==> src/rtl/gray_encoder_arbiter.sv <==
// Round-robin arbiter sharing one 4-bit binary-to-Gray encoder among NUM_REQ requesters.
// Optional GRAY_ARB_SELFCHECK_EN adds a registered Gray decoder and sticky error flag.

module gray_code_encoder_subsystem (
  input  logic [3:0] i_bin,
  output logic [3:0] o_gray
);
  assign o_gray = i_bin ^ {1'b0, i_bin[3:1]};
endmodule

module gray_encoder_arbiter #(
  parameter int NUM_REQ = 4,
  parameter int SRC_W   = 2
) (
  input  logic                   i_clk,
  input  logic                   i_reset,
  input  logic [NUM_REQ-1:0]     i_req_valid,
  input  logic [4*NUM_REQ-1:0]   i_req_data,
  output logic [NUM_REQ-1:0]     o_req_ready,
  output logic                   o_out_valid,
  output logic [3:0]             o_out_data,
  output logic [SRC_W-1:0]       o_out_src,
  input  logic                   i_out_ready,
  output logic                   o_busy
`ifdef GRAY_ARB_SELFCHECK_EN
  ,
  output logic                   o_err_sticky
`endif
);

  typedef enum logic {S_IDLE = 1'b0, S_BUSY = 1'b1} state_t;

  state_t                   r_state, w_state_nxt;
  logic [SRC_W-1:0]         r_last;
  logic                     r_out_valid;
  logic [3:0]               r_out_data;
  logic [SRC_W-1:0]         r_out_src;

  logic [NUM_REQ-1:0][3:0]  w_data;
  logic [NUM_REQ-1:0]       w_grant;
  logic [SRC_W-1:0]         w_win;
  logic                     w_any;
  logic                     w_acc;
  logic [3:0]               w_win_bin;
  logic [3:0]               w_gray;
  int                       w_idx;

  for (genvar g = 0; g < NUM_REQ; g++) begin : g_unpack
    assign w_data[g] = i_req_data[4*g +: 4];
  end

  // Search starts one past the last winner, so the previous winner is served last.
  always_comb begin
    w_any = 1'b0;
    w_win = '0;
    w_idx = 0;
    for (int k = 1; k <= NUM_REQ; k++) begin
      w_idx = (int'(r_last) + k) % NUM_REQ;
      if (!w_any && i_req_valid[w_idx[SRC_W-1:0]]) begin
        w_any = 1'b1;
        w_win = w_idx[SRC_W-1:0];
      end
    end
  end

  assign w_grant     = w_any ? (NUM_REQ'(1) << w_win) : '0;
  assign o_req_ready = (r_state == S_IDLE && !i_reset) ? w_grant : '0;
  assign w_acc       = (r_state == S_IDLE) && w_any;
  assign w_win_bin   = w_data[w_win];

  gray_code_encoder_subsystem u_enc (
    .i_bin  (w_win_bin),
    .o_gray (w_gray)
  );

  always_comb begin
    w_state_nxt = r_state;
    case (r_state)
      S_IDLE:  if (w_any) w_state_nxt = S_BUSY;
      S_BUSY:  if (i_out_ready) w_state_nxt = S_IDLE;
      default: w_state_nxt = S_IDLE;
    endcase
  end

  always_ff @(posedge i_clk) begin
    if (i_reset) begin
      r_state     <= S_IDLE;
      r_last      <= SRC_W'(NUM_REQ-1);
      r_out_valid <= 1'b0;
      r_out_data  <= '0;
      r_out_src   <= '0;
    end else begin
      r_state     <= w_state_nxt;
      r_out_valid <= (w_state_nxt == S_BUSY);
      if (w_acc) begin
        r_out_data <= w_gray;
        r_out_src  <= w_win;
        r_last     <= w_win;
      end
    end
  end

  assign o_out_valid = r_out_valid;
  assign o_out_data  = r_out_data;
  assign o_out_src   = r_out_src;
  assign o_busy      = (r_state == S_BUSY);

`ifdef GRAY_ARB_SELFCHECK_EN
  logic [3:0] r_bin, r_bin_q, r_dec, w_dec;
  logic       r_chk_vld, r_err;

  always_comb begin
    w_dec    = '0;
    w_dec[3] = r_out_data[3];
    for (int i = 2; i >= 0; i--) w_dec[i] = w_dec[i+1] ^ r_out_data[i];
  end

  // Decoded value and captured binary are both one cycle behind out_data.
  always_ff @(posedge i_clk) begin
    if (i_reset) begin
      r_bin     <= '0;
      r_bin_q   <= '0;
      r_dec     <= '0;
      r_chk_vld <= 1'b0;
      r_err     <= 1'b0;
    end else begin
      if (w_acc) r_bin <= w_win_bin;
      r_bin_q   <= r_bin;
      r_dec     <= w_dec;
      r_chk_vld <= r_out_valid;
      if (r_chk_vld && (r_dec != r_bin_q)) r_err <= 1'b1;
    end
  end

  assign o_err_sticky = r_err;
`endif

endmodule

==> config.mk <==
export PLATFORM = sky130hd
export DESIGN_NAME = gray_encoder_arbiter
export DESIGN_NICKNAME = d
export VERILOG_FILES = /design/src/rtl/gray_encoder_arbiter.sv
export SDC_FILE = /design/constraint.sdc
export NUM_CORES = 1
export LEC_CHECK = 0
export BUFFER_PORTS_ARGS = -buffer_cell sky130_fd_sc_hd__buf_4
export CORE_MARGIN = 2
export CORE_UTILIZATION = 49
export CTS_BUF_LIST = sky130_fd_sc_hd__clkbuf_8
export DETAILED_ROUTE_END_ITERATION = 8
export HOLD_SLACK_MARGIN = 0.12
export PLACE_DENSITY = 0.86
export SKIP_CTS_REPAIR_TIMING = 1
export SYNTH_ARGS = -nofsm -noshare
export SYNTH_HDL_FRONTEND = slang
export SYNTH_HIERARCHICAL = 1
export SYNTH_SLANG_ARGS = --single-unit
==> constraint.sdc <==
create_clock -name i_clk -period 4.4 [get_ports i_clk]
set_input_delay 0.88 -clock i_clk [delete_from_list [all_inputs] [get_ports i_clk]]
set_output_delay 0.88 -clock i_clk [all_outputs]
set_load 0.05 [all_outputs]
* Word level (Yosys, flattened, before mapping)
Cells that the tools add are included.
Cells by class: reductions and logical operators 9, bitwise operators 2, $lt $le $gt $ge 5, add/sub/neg operators 4, shift-type cells 1, mux-type cells 23
Operator list (number):
- less-than comparator 2 x 3 -> 1 bit, second input constant | 5
- two-way mux 4 bit | 3
- two-way mux 1 bit | 10
- binary-select mux 1 bit (select 2 bit) | 4
- binary-select mux 4 bit (select 2 bit) | 1
- two-way mux 2 bit | 4
- logical AND 1 bit | 5
- adder 2 x 1 -> 2 bit, second input constant | 2
- adder 2 bit, second input constant | 2
- zero test 1 bit | 4
- << shifter 1 x 2 -> 4 bit, first input constant | 1
- bitwise XOR 4 x 3 -> 4 bit | 1
- one-hot mux 1 bit (2 select lines) | 1
- NOT 1 bit | 1
Word-level totals: register bits 9, input port bits 23, word-level logic and storage cells 48, output and inout bits 12

* Longest topological paths before layout
depth in word-level cells 16, mapped depth 9, depth with buffers taken out 8

* Hierarchy
The synthesis kept the hierarchy.
By module, submodules not included:
- gray_encoder_arbiter | times used 1, sequential area each 180.2 µm², area each 618.1 µm², cells an instance 71
- gray_code_encoder_subsystem | times used 1, sequential area each 0.0 µm², area each 33.8 µm², cells an instance 4

* Worst setup path after synthesis
OpenSTA, ideal clock, no wires.
path type input-to-output, start point in i_req_valid[3], end point out o_req_ready[2], required time 3.520 ns, path slack 1.072 ns, arrival time 2.448 ns, stages 5, path buffers 1, path through nor2b_4 > o21ai_2 > o311ai_4 > buf_8 > nor4_2
On the way: word-level cells in the longest chain between the ends 15, elaborated cells on any way between the ends 25, those cells by class 1 x shift; 18 x mux; 6 x reduce/logical
RTL lines:
- start, declared | RTL line 17 | input logic [NUM_REQ-1:0] i_req_valid,
- binary-select mux 1 bit (select 2 bit) | RTL line 59 | if (!w_any && i_req_valid[w_idx[SRC_W-1:0]]) begin
- two-way mux 1 bit (not written as such) | RTL line 59
- two-way mux 1 bit | RTL line 59
- zero test 1 bit | RTL line 59
- logical AND 1 bit | RTL line 59
- two-way mux 1 bit | RTL line 59
- zero test 1 bit | RTL line 59
- logical AND 1 bit | RTL line 59
- two-way mux 1 bit | RTL line 59
- zero test 1 bit | RTL line 59
- logical AND 1 bit | RTL line 59
- two-way mux 2 bit | RTL line 59
- << shifter 1 x 2 -> 4 bit | RTL line 66 | assign w_grant = w_any ? (NUM_REQ'(1) << w_win) : '0;
- two-way mux 4 bit (*) | RTL line 66
- two-way mux 4 bit (*) | RTL line 67 | assign o_req_ready = (r_state == S_IDLE && !i_reset) ? w_grant : '0;
- end, declared | RTL line 19 | output logic [NUM_REQ-1:0] o_req_ready,
Every way passes the cells marked *; elsewhere a longest branch is shown, timed or not. The select of a mux whose other input is x is not followed.

* Worst setup path in the final report
start point in i_req_valid[2], end point out o_req_ready[1]
Same word-level chain as after synthesis.

==> results by group <==
Outcome
  • Status: completed

Floorplan
  • # IOs: 35
  • Die area: 0.00164 mm^2
  • Initial cell density of the core: about 51%
  • Row cnt: 13
  • Total core area: approximately 0.0013 mm^2
  • Die W: a little over 40 um
  • Die Ht: 40.5 um

Power
  • VDD IR-drop max: about 0.32 mV
  • Lkg Pwr: around 0.47 nW
  • Pwr dens: 376 mW/mm^2

Timing
  • Worst Tran Pin Value: 0.750 ns
  • Rel. slew slack: 49.9%
  • Final min period: ~3.1 ns
  • Max Freq: 325 MHz
  • Worst setup margin: roughly 1.3 ns
  • RSZ-0062 raised after global routing: false
  • Hold Violations, Final: 0
  • Hold_ws: roughly 0.45 ns
  • Clock skew: between 0.002 and 0.003 ns
  • Fin. max-slew vios: 0
  • Final setup TNS: 0 ns
  • # setup viols final: 0
  • Fin crit share: around 70%

Clocking
  • CTS Buffer Depth: 2
  • CTS tree: built
  • Worst-path clk slew: 0.04 ns
  • CTS Buf Count: 3
  • H-tree levels: 1
  • CTS Sinks: 9
  • Clock Latency Late Sink: ~0.23 ns
  • Root Driver: clkbuf_8

Critical path
  • Critical Path Sink Type: output pin
  • Instance count on the critical path: 4
  • Slowest-stage cell, CP: o311ai_4
  • CP peak stage delay: approximately 0.68 ns
  • Critical path type: input pin to output pin
  • CP cell instances: buf_4, o311ai_4, and3_2, buf_4
  • WP data required: ~3.5 ns
  • Critical path buffer and inverter count: 2
  • Reg-to-reg setup timing slack: between 2 and 3 ns
  • Setup crit start: i_req_valid[2]
  • Reg-to-reg critical path endpoint: o_out_data[2]
  • CP Launch Type: input pin
  • Setup crit end: o_req_ready[1]
  • Max FO, Critical Path: 13
  • Most frequent CP cell: buf_4
  • R2R depth: 8
  • CP delay by family, top: compound AO/OA/AOI/OAI gates
  • Worst EP arrival: roughly 2.2 ns
  • Reg2reg start: r_last[0]

Yosys
  • Post-Synth Simple-Gate Area: between 20% and 30%
  • Unique masters post-synth: 25
  • Post-synthesis sequential area ratio: approximately 28%
  • XOR/XNOR Fraction of Synth Area: 4.03%
  • Synthesized area: about 650 um^2
  • Post-synth top area share: between 20% and 30%
  • Largest area contributor in the netlist: dfxtp_1
  • Synth Register Bits: 9
  • Synth warnings: 6
  • Compound-Gate Fraction of Synth Area: between 15 and 20%
  • Adder-Cell Fraction of Synth Area: 0%
  • Top cells by area, synth: dfxtp_1, mux2i_1, nand2_1
  • Cell count after synthesis: 75
  • Main combinational cell family by area after synthesis: simple AND/OR/NAND/NOR gates
  • Net count after synthesis: between 90 and 100
  • Syn avg cell area: about 8.7 um^2
  • Post-synthesis mux area share: 18.4%

Final layout
  • Synth-to-layout area growth: 42.2%
  • Antenna cell count: 0
  • Final net count: roughly 130
  • FILL cells: 106
  • Proportion of layout cells with a drive suffix above 1: a little over two fifths
  • Final core occ: about 73%
  • Final Instance Area: slightly above 900 um^2

Global route
  • Largest net degree at the start of global routing: 14
  • Initial antenna violation count: 0
  • First-pass GRT wire length: between 2000 and 2500 um
  • GRT Util Overall: ~20%
  • Vias in the first global route: about 530
  • Global-route congestion overflow total: 0

Routing
  • TritonRoute pass-1 iters: 3
  • Via density: between 5 and 6
  • Post-Route WL: ~1400 um
  • Vias after detailed routing: about 620
  • Iteration-0 DRC Markers: 8
  • DRC viols: 0
  • Post-route ant nets: 0
  • WL/cell: roughly 12 um

Placement
  • Placer congestion estimate: around 0.70
  • I/O Buffers: 34
  • Placed cell area: around 880 um^2
  • DP HPWL: roughly 1100 um
  • Place WS: between 1 and 1.5 ns

Hold path
  • Hold Crit Class: flip-flop to flip-flop

Job
  • # Max-Cap Violations: 0
## worst min path at each step
| stage | from | end | slack (ns) | depth (start not counted) |
|---|---|---|---|---|
| final | o_out_src[1] | o_out_src[1] | 0.45 | 2 |
| after global routing | o_out_data[1] | o_out_data[1] | 0.47 | 2 |
| after CTS | o_out_src[1] | o_out_src[1] | 0.45 | 2 |
| after detailed placement | o_out_src[1] | o_out_src[1] | 0.45 | 2 |
| after global placement | o_out_src[1] | o_out_src[1] | 0.45 | 2 |
| after floorplan | r_last[0] | r_last[0] | 0.52 | 2 |
## where the power goes
part           switching (mW)  internal, mW  total [mW]
logic                  0.0940        0.0621       0.156
clock network          0.0302        0.0605      0.0907
registers             0.00828        0.0936       0.102
total                   0.133         0.216       0.349
## cell type report
| cell class | count | area, um^2 | share of cell area [%] |
|---|---|---|---|
| clock buffer | 3 | 41.3 | 4.45 |
| clock inverter | 1 | 3.75 | 0.405 |
| multi-input combinational | 60 | 428 | 46.2 |
| sequential | 9 | 180 | 19.4 |
| tap | 15 | 18.8 | 2.02 |
| timing repair buffer | 34 | 255 | 27.5 |
## worst min-delay path, stage by stage, from the launching register on
cell and delay [ns]:
dfxtp_1 0.30, nand2_1 0.05, a21oi_1 0.05
## per-stage QoR
| stage | total power, mW | cells |
|---|---|---|
| after floorplan | 0.222 | 75 |
| after global routing | 0.369 | 122 |
| after CTS | 0.353 | 122 |
| after global placement | 0.257 | 118 |
| after detailed placement | 0.259 | 118 |
| final | 0.349 | 122 |
## flip-flops by register name, summed over array words and instances, names as in the netlist
name,count
o_out_data,4
o_out_src,2
r_last,2
o_out_valid,1
## per-layer routing
metal  routed length, um  part of all wire (%)  track usage (%)  vias up
li1                    -                     -                -      321
met1                 609                    43             22.7      284
met2                 716                    50             35.3       17
met3                  94                   6.6             8.89        0
met4                   0                     0             2.50        0
met5                   0                     0                0        -
## cell usage in the layout (no fill, tap or decap), types with 2 or more instances in the layout
cell / netlist / routed
buf_4: 2 / 34
mux2i_1: 12 / 12
nand2_1: 11 / 11
dfxtp_1: 9 / 9
a21oi_1: 8 / 8
nor2_1: 6 / 6
nand2b_1: 4 / 4
clkbuf_8: 0 / 3
xor2_1: 3 / 3
nor2_2: 2 / 2
a21o_1: 2 / 2
## kinds of logic after synthesis
kind of cell | count (synthesis)
AND/OR/NAND/NOR | 31
AO/OA/AOI/OAI | 14
multiplexers | 12
flip-flops | 9
buffers and inverters | 6
XOR/XNOR | 3
## synth_stat cells
cell type	instances
a21o_1	2
nor2b_1	1
o21ai_2	1
buf_8	1
nor4_2	1
o22ai_1	1
buf_2	2
buf_4	2
mux2i_1	12
and3b_1	1
nand3b_1	1
and3b_2	1
nor2_2	2
dfxtp_1	9
nor2_1	6
xor2_1	3
nand2_1	11
clkbuf_1	1
a21oi_1	8
o21bai_1	1
nor2b_4	1
o311ai_4	1
nand2b_1	4
nor3_2	1
and3_2	1
No activity file was read; power rests on OpenSTA's default activity.
